## src/rtl/ee457_p3_hazard_ctrl_if.sv

```systemverilog
// rtl/ee457_p3_hazard_ctrl_if.sv - ID-side request and hazard/forward response bundle
interface ee457_p3_hazard_ctrl_if #(
    parameter int CNT_W = 16
);
    logic             id_valid;
    logic [3:0]       id_opcode;
    logic [3:0]       id_rd;
    logic [3:0]       id_rs;
    logic             stall;
    logic             pc_we;
    logic             ifid_we;
    logic             ex1_bubble;
    logic [1:0]       ex1_fwd_sel;
    logic             wb_wen;
    logic [3:0]       wb_rd;
    logic [CNT_W-1:0] stall_cnt;
    logic [CNT_W-1:0] fwd_cnt;

    modport master (
        output id_valid, id_opcode, id_rd, id_rs,
        input  stall, pc_we, ifid_we, ex1_bubble, ex1_fwd_sel,
               wb_wen, wb_rd, stall_cnt, fwd_cnt
    );

    modport slave (
        input  id_valid, id_opcode, id_rd, id_rs,
        output stall, pc_we, ifid_we, ex1_bubble, ex1_fwd_sel,
               wb_wen, wb_rd, stall_cnt, fwd_cnt
    );
endinterface

```

## src/rtl/ee457_p3_hazard_ctrl.sv

```systemverilog
// rtl/ee457_p3_hazard_ctrl.sv - P3 pipeline load-use stall, bubble and EX1 forwarding control
module ee457_p3_hazard_ctrl #(
    parameter int CNT_W = 16
) (
    input  logic                  clk,
    input  logic                  rstb,
    ee457_p3_hazard_ctrl_if.slave bus
);
    localparam logic [3:0] OP_ADD1 = 4'b0001;
    localparam logic [3:0] OP_ADD4 = 4'b0010;
    localparam logic [3:0] OP_SUB3 = 4'b0100;
    localparam logic [3:0] OP_MOV  = 4'b1000;

    localparam logic [1:0] SEL_RF  = 2'b00;
    localparam logic [1:0] SEL_EX2 = 2'b01;
    localparam logic [1:0] SEL_WB  = 2'b10;

    localparam logic [CNT_W-1:0] CNT_ONE = CNT_W'(1);

    // Only the EX1 slot needs the late flag: by EX2 every result is ready.
    typedef struct packed {
        logic       writer;
        logic       late;
        logic [3:0] rd;
    } ex1_entry_t;

    typedef struct packed {
        logic       writer;
        logic [3:0] rd;
    } dst_entry_t;

    ex1_entry_t       sb_ex1;
    dst_entry_t       sb_ex2;
    dst_entry_t       sb_wb;
    ex1_entry_t       id_entry;
    ex1_entry_t       next_ex1;
    logic             hit_ex1;
    logic             hit_ex2;
    logic             stall;
    logic [1:0]       next_fwd_sel;
    logic             ex1_bubble;
    logic [1:0]       ex1_fwd_sel;
    logic [CNT_W-1:0] stall_cnt;
    logic [CNT_W-1:0] fwd_cnt;

    always_comb begin
        id_entry = '0;
        if (bus.id_valid) begin
            unique case (bus.id_opcode)
                OP_ADD1: begin
                    id_entry.writer = 1'b1;
                    id_entry.late   = 1'b1;
                    id_entry.rd     = bus.id_rd;
                end
                OP_ADD4, OP_SUB3, OP_MOV: begin
                    id_entry.writer = 1'b1;
                    id_entry.late   = 1'b0;
                    id_entry.rd     = bus.id_rd;
                end
                default: id_entry = '0;
            endcase
        end
    end

    // Every non-NOP opcode is also a writer, so id_entry.writer doubles as "real instruction".
    always_comb begin
        hit_ex1      = id_entry.writer && sb_ex1.writer && (sb_ex1.rd == bus.id_rs);
        hit_ex2      = id_entry.writer && sb_ex2.writer && (sb_ex2.rd == bus.id_rs);
        stall        = hit_ex1 && sb_ex1.late;
        next_fwd_sel = SEL_RF;
        if (stall) begin
            next_fwd_sel = SEL_RF;
        end else if (hit_ex1) begin
            next_fwd_sel = SEL_EX2;
        end else if (hit_ex2) begin
            next_fwd_sel = SEL_WB;
        end
        next_ex1 = stall ? ex1_entry_t'('0) : id_entry;
    end

    always_ff @(posedge clk or negedge rstb) begin
        if (!rstb) begin
            sb_ex1      <= '0;
            sb_ex2      <= '0;
            sb_wb       <= '0;
            ex1_bubble  <= 1'b0;
            ex1_fwd_sel <= SEL_RF;
        end else begin
            sb_ex1      <= next_ex1;
            sb_ex2      <= '{writer: sb_ex1.writer, rd: sb_ex1.rd};
            sb_wb       <= sb_ex2;
            ex1_bubble  <= stall;
            ex1_fwd_sel <= next_fwd_sel;
        end
    end

    always_ff @(posedge clk or negedge rstb) begin
        if (!rstb) begin
            stall_cnt <= '0;
            fwd_cnt   <= '0;
        end else begin
            if (stall && (stall_cnt != '1)) begin
                stall_cnt <= stall_cnt + CNT_ONE;
            end
            if ((next_fwd_sel != SEL_RF) && (fwd_cnt != '1)) begin
                fwd_cnt <= fwd_cnt + CNT_ONE;
            end
        end
    end

    assign bus.stall       = stall;
    assign bus.pc_we       = ~stall;
    assign bus.ifid_we     = ~stall;
    assign bus.ex1_bubble  = ex1_bubble;
    assign bus.ex1_fwd_sel = ex1_fwd_sel;
    assign bus.wb_wen      = sb_wb.writer;
    assign bus.wb_rd       = sb_wb.rd;
    assign bus.stall_cnt   = stall_cnt;
    assign bus.fwd_cnt     = fwd_cnt;
endmodule

```

## src/flat_wrapper.sv

```systemverilog
// flat-port wrapper written by rule: the top's interface ports become plain ports
module ee457_p3_hazard_ctrl_flat 
#(
    parameter int CNT_W = 16
)
  (clk, rstb, bus_id_valid, bus_id_opcode, bus_id_rd, bus_id_rs, bus_stall, bus_pc_we, bus_ifid_we, bus_ex1_bubble, bus_ex1_fwd_sel, bus_wb_wen, bus_wb_rd, bus_stall_cnt, bus_fwd_cnt);
  ee457_p3_hazard_ctrl_if #(.CNT_W(CNT_W)) bus_i ();
  input  logic clk;
  input  logic rstb;
  input wire logic [$bits(bus_i.id_valid)-1:0] bus_id_valid;
  input wire logic [$bits(bus_i.id_opcode)-1:0] bus_id_opcode;
  input wire logic [$bits(bus_i.id_rd)-1:0] bus_id_rd;
  input wire logic [$bits(bus_i.id_rs)-1:0] bus_id_rs;
  output wire logic [$bits(bus_i.stall)-1:0] bus_stall;
  output wire logic [$bits(bus_i.pc_we)-1:0] bus_pc_we;
  output wire logic [$bits(bus_i.ifid_we)-1:0] bus_ifid_we;
  output wire logic [$bits(bus_i.ex1_bubble)-1:0] bus_ex1_bubble;
  output wire logic [$bits(bus_i.ex1_fwd_sel)-1:0] bus_ex1_fwd_sel;
  output wire logic [$bits(bus_i.wb_wen)-1:0] bus_wb_wen;
  output wire logic [$bits(bus_i.wb_rd)-1:0] bus_wb_rd;
  output wire logic [$bits(bus_i.stall_cnt)-1:0] bus_stall_cnt;
  output wire logic [$bits(bus_i.fwd_cnt)-1:0] bus_fwd_cnt;
  assign bus_i.id_valid = bus_id_valid;
  assign bus_i.id_opcode = bus_id_opcode;
  assign bus_i.id_rd = bus_id_rd;
  assign bus_i.id_rs = bus_id_rs;
  assign bus_stall = bus_i.stall;
  assign bus_pc_we = bus_i.pc_we;
  assign bus_ifid_we = bus_i.ifid_we;
  assign bus_ex1_bubble = bus_i.ex1_bubble;
  assign bus_ex1_fwd_sel = bus_i.ex1_fwd_sel;
  assign bus_wb_wen = bus_i.wb_wen;
  assign bus_wb_rd = bus_i.wb_rd;
  assign bus_stall_cnt = bus_i.stall_cnt;
  assign bus_fwd_cnt = bus_i.fwd_cnt;
  ee457_p3_hazard_ctrl #(.CNT_W(CNT_W)) u_core (.clk(clk), .rstb(rstb), .bus(bus_i));
endmodule
```

## config.mk

```make
export PLATFORM = sky130hd
export DESIGN_NAME = ee457_p3_hazard_ctrl_flat
export DESIGN_NICKNAME = d
export VERILOG_FILES = /design/src/rtl/ee457_p3_hazard_ctrl_if.sv /design/src/rtl/ee457_p3_hazard_ctrl.sv /design/src/flat_wrapper.sv
export SDC_FILE = /design/constraint.sdc
export NUM_CORES = 1
export LEC_CHECK = 0
export ABC_AREA = 1
export BUFFER_PORTS_ARGS = -buffer_cell sky130_fd_sc_hd__buf_2
export CAP_MARGIN = 20
export CORE_MARGIN = 5
export CORE_UTILIZATION = 45
export DETAILED_ROUTE_END_ITERATION = 8
export PLACE_DENSITY = 0.72
export SLEW_MARGIN = 10
export SYNTH_ARGS = -nofsm -noshare
export SYNTH_HDL_FRONTEND = slang
export SYNTH_SLANG_ARGS = --single-unit
```

## constraint.sdc

```tcl
create_clock -name clk -period 3.4 [get_ports clk]
set_input_delay 0 -clock clk [delete_from_list [all_inputs] [get_ports clk]]
set_output_delay 0 -clock clk [all_outputs]
set_load 0.03 [all_outputs]
```

# == After elaboration in Yosys (flattened, before gate mapping) ==
# Cells that the tools add are included.
# Widths: inputs -> output; s select.
# totals
ff_bits,51
inputBits,15
output_inout_bits,43
word_cells,37
# classes
add_sub_neg,2
eq_ne,8
muxes,6
bitwise,1
n_reduce_logical,9
# op_table
cell,count
$add 16x1->16 const B,2
$ne 16x16->1 const B,2
$mux 6,2
$pmux 6 s2,1
$eq 4x4->1,2
$logic_and 1x1->1,7
$mux 2,3
$eq 4x1->1 const B,1
$eq 4x2->1 const B,1
$eq 4x3->1 const B,1
$eq 4x4->1 const B,1
$reduce_or 3->1,1
$reduce_bool 2->1,1
$not 1->1,1

# == Longest topological paths before layout ==
# depth
word_depth,11
mapped_depth,12
ltp_nobuf,11

# == Least setup slack after synthesis ==
# Ideal clock, no wire load.
# synth_path
kind,register to register
from,"register u_core.stall_cnt[0], in the netlist u_core.bus.stall_cnt[0]"
to,"register u_core.stall_cnt[2], in the netlist u_core.bus.stall_cnt[2]"
setup_ns,0.119
arrival_time_ns,1.715
t_required_ns,3.281
setup_slack_ns,1.566
path_stages_with_launch,10
path_buffers,1
period_less_slack_ns,1.834
cell_sequence,dfrtp_1 -> ha_1 -> nand3_2 -> nor2_4 -> nand2_2 -> nor2_4 -> nand4_4 -> buf_2 -> nand3_1 -> nand2_1
# synth_between
elab_chain_len,2
# synth_rtl
item,line_no,text
start: declaration,ee457_p3_hazard_ctrl.sv:43,logic [CNT_W-1:0] stall_cnt;
start signal: assignment,ee457_p3_hazard_ctrl.sv:103,stall_cnt <= stall_cnt + CNT_ONE;
"parallel branches: the longest is 2 deep, another holds $add 16x1->16",-,
# Several ways; the timed one is not identified.
# A chain may end at the register's enable or synchronous reset.

# == Final worst setup path ==
# layout_path
from,register u_core.sb_ex1[0] in the netlist's numbering
to,output port bus_ifid_we
# layout_between
elab_chain_len,4
# layout_rtl
item,line_no,text
start: declaration,ee457_p3_hazard_ctrl.sv:32,ex1_entry_t sb_ex1;
start signal: assignment,ee457_p3_hazard_ctrl.sv:89,sb_ex1 <= next_ex1;
$eq 4x4->1,ee457_p3_hazard_ctrl.sv:67,hit_ex1 = id_entry.writer && sb_ex1.writer && (sb_ex1.rd == bus.id_rs);
$logic_and 1x1->1,ee457_p3_hazard_ctrl.sv:67,
$logic_and 1x1->1,ee457_p3_hazard_ctrl.sv:69,stall = hit_ex1 && sb_ex1.late;
$not 1->1,ee457_p3_hazard_ctrl.sv:113,assign bus.ifid_we = ~stall;
end: declaration,flat_wrapper.sv:16,output wire logic [$bits(bus_i.ifid_we)-1:0] bus_ifid_we;
# No other way between the ends.

==> out/results.ini <==
[run_status]
outcome=finished clean

[setup_path]
critical_path.cell_chain=nand2_1 > nand2_1 > nor2_2 > nand3_2 > nor3_4 > inv_1 > buf_2
regToRegSetupSlack_ns=1.37
cp_top_family=simple AND/OR/NAND/NOR gates
worstSetupPathType=reg -> out
cpMostUsedCell=nand2_1
critPathMaxFanout=21
startpoint_type=flip-flop
cp-end-kind=output port
critPathSlowestCell=nor3_4
crit_required_ns=3.40
arrival_ns=2.19
critPathMaxStageDelay_ns=0.67
crit_buf_inv=2

[route]
wl_um=6180
wl_per_cell_um=12.3
ant_nets=0
via_per_inst=4.93
vias=2484
post-route-drc-count=0
first_pass_iters=4
drt_iter0_drc=112

[layout]
fillers=617
nets=443
area_growth_pct=16.0
final_cells=504
drive_above_1_share_pct=20.1
num_antenna_cells=0

[timing]
rsz0062_at_grt=false
tns_ns=0
timing.final.ws_setup_ns=1.21
slew_headroom_pct=48.0
tightestPinTransition_ns=0.778
hold_ws_ns=0.0518
period_share_pct=64.4
fmax_mhz=457
post-route-min-period_ns=2.19
drv_slew=0
finalSetupViolations=0
hold_viol=0
finClkSkew_ns=0.00381

[floorplanning]
die-area_sq_um=7990
die_w_um=89.4
ioPinCount=58
fp.coreArea_sq_um=6240
initial_core_util_pct=45.5
row_count=29
die_h_um=89.4

[logic_synthesis]
syn_nets=381
netlist_area_sq_um=2840
synth.top_cell.area_share_pct=45.0
async_flop_share_pct=100
synth_cell_types=27
ys_warn_count=0
synth.most_common_cell=nand2_1
synth_cells=364
synth.area.top_cells=dfrtp_1, nand2_1, nand3_1
yosys-top-cells-count=nand2_1, dfrtp_1, nand3_1
yosysTopAreaCell=dfrtp_1
synth-edff-count=0
synth.avg_cell_area_sq_um=7.80
synth_ff_type=dfrtp_1
synth-seq-cells=51
ys_seq_area_share_pct=45.0

[clocking]
cts_max_path_buffers=2
cts_resized=0
tritoncts=done
clk_latency_ns=0.30
cts-htree-levels=2
cts.reportedPaths.clkPinSlew_ns=0.09
cts.sinks=51
cts_buffers=5
cts_root_buffer=clkbuf_8

[global_route]
grt_util_all_layers_pct=16.7
grt_overflow_total=0
grt_pass1_wl_um=10600
grt_pass1_vias=2445
grt_max_degree=52
antenna_found_initial=0

[placement]
port_buffers=57
dpl.cell_count=491
place_congestion=0.857
hpwl_um=4460
post-place-ws_ns=1.37

[power]
p_leak_nw=1.87
power_density_nw_per_um2=312
peakVddDrop_v=0.000174

[min_path]
holdCritPathClass=in -> reg

[job]
drv_cap=0

==> cell usage in the layout, fill, tap and decap left out <==
cell,count
clkinvlp_4,1
clkbuf_1,1
inv_1,46
nand4_4,2
o21ai_0,1
or2_2,1
a21oi_1,1
nor3_1,6
nor2_2,3
nor3_2,1
buf_2,57
inv_2,4
ha_1,2
xor2_1,15
nand4_1,5
clkinv_2,1
xnor2_1,9
dlygate4sd3_1,5
nand2_4,1
nand2_1,122
nand3_2,2
nor3_4,2
nor2_1,27
nor2_4,2
nand3b_1,1
buf_4,1
clkbuf_8,5
dfrtp_1,51
nand3_1,48
o211ai_1,1
nand2_2,3
==> worst register-to-register path: cells and delay by family, from the launching register on <==
family / cells / cell delay (ns)
and+or+nand+nor: 8 / 1.52
DFF: 1 / 0.41
==> sequential cells by signal, indices dropped and copies added, names as in the netlist <==
name / flops
u_core.bus.ex1_bubble: 1
u_core.sb_ex2: 5
u_core.sb_ex1: 6
u_core.bus.wb_rd: 4
u_core.bus.wb_wen: 1
u_core.bus.stall_cnt: 16
u_core.bus.ex1_fwd_sel: 2
u_core.bus.fwd_cnt: 16
==> stage by stage <==
step / total power, mW / instance area (sq um) / util [%]
after floorplan: 0.663 / 2840 / -
after global placement: 0.694 / 3160 / 50.6
after CTS: 1.04 / 3290 / 52.7
after global routing: 1.08 / 3290 / 52.7
final: 1.03 / 3290 / 52.7
after detailed placement: 0.696 / 3160 / 50.6
==> metal layers <==
metal	global-route usage (%)	vias to the layer above	wire (um)
li1	-	1250	-
met1	20.2	1174	2650
met2	30.8	56	3190
met3	2.76	4	293
met4	4.33	0	44
met5	0	-	0
==> repair_timing <==
| action | 4_1_cts | 5_1_grt |
|---|---|---|
| setup buffers | 0 | 0 |
| endpoints found under the hold margin | 55 | 0 |
| hold buffers | 5 | 0 |
| setup endpoints to repair | 0 | 0 |
==> kinds of logic after synthesis <==
kind of cell,Yosys count,synth area share [%]
simple gates,226,37.0
buf+inv,58,9.08
flops,51,45.0
xor+xnor,24,7.41
compound gates,3,0.617
fa+ha+maj,2,0.882
==> power breakdown <==
| part | internal [mW] | leakage (nW) | switching, mW |
|---|---|---|---|
| Sequential | 0.615 | 0.707 | 0.00602 |
| Combinational | 0.0228 | 1.13 | 0.0432 |
| Clock | 0.144 | 0.0412 | 0.197 |
==> final timing paths <==
check	start	end	cells past startpoint
worst max register to register	u_core.sb_ex1[0]	u_core.bus.stall_cnt[13]	8
worst min-delay path	bus_id_valid	u_core.sb_ex1[4]	4
max in group asynchronous	rstb	u_core.bus.fwd_cnt[3]	3
worst max-delay path	u_core.sb_ex1[0]	bus_ifid_we	7
worst min register to register	u_core.sb_ex2[4]	u_core.bus.wb_wen	0
min in group asynchronous	rstb	u_core.bus.fwd_cnt[12]	3
==> final cells by class <==
class                   instances  area (sq um)  area share (%)
multi-input cells             255          1300            39.6
flip-flops and latches         51          1280            38.8
repair buffers                 63           343            10.4
inverters                      50           188            5.70
well taps                      77          96.3            2.93
clock buffers                   6          72.6            2.20
clock inverters                 2          12.5           0.380
Power figures use the tool's default switching activity.
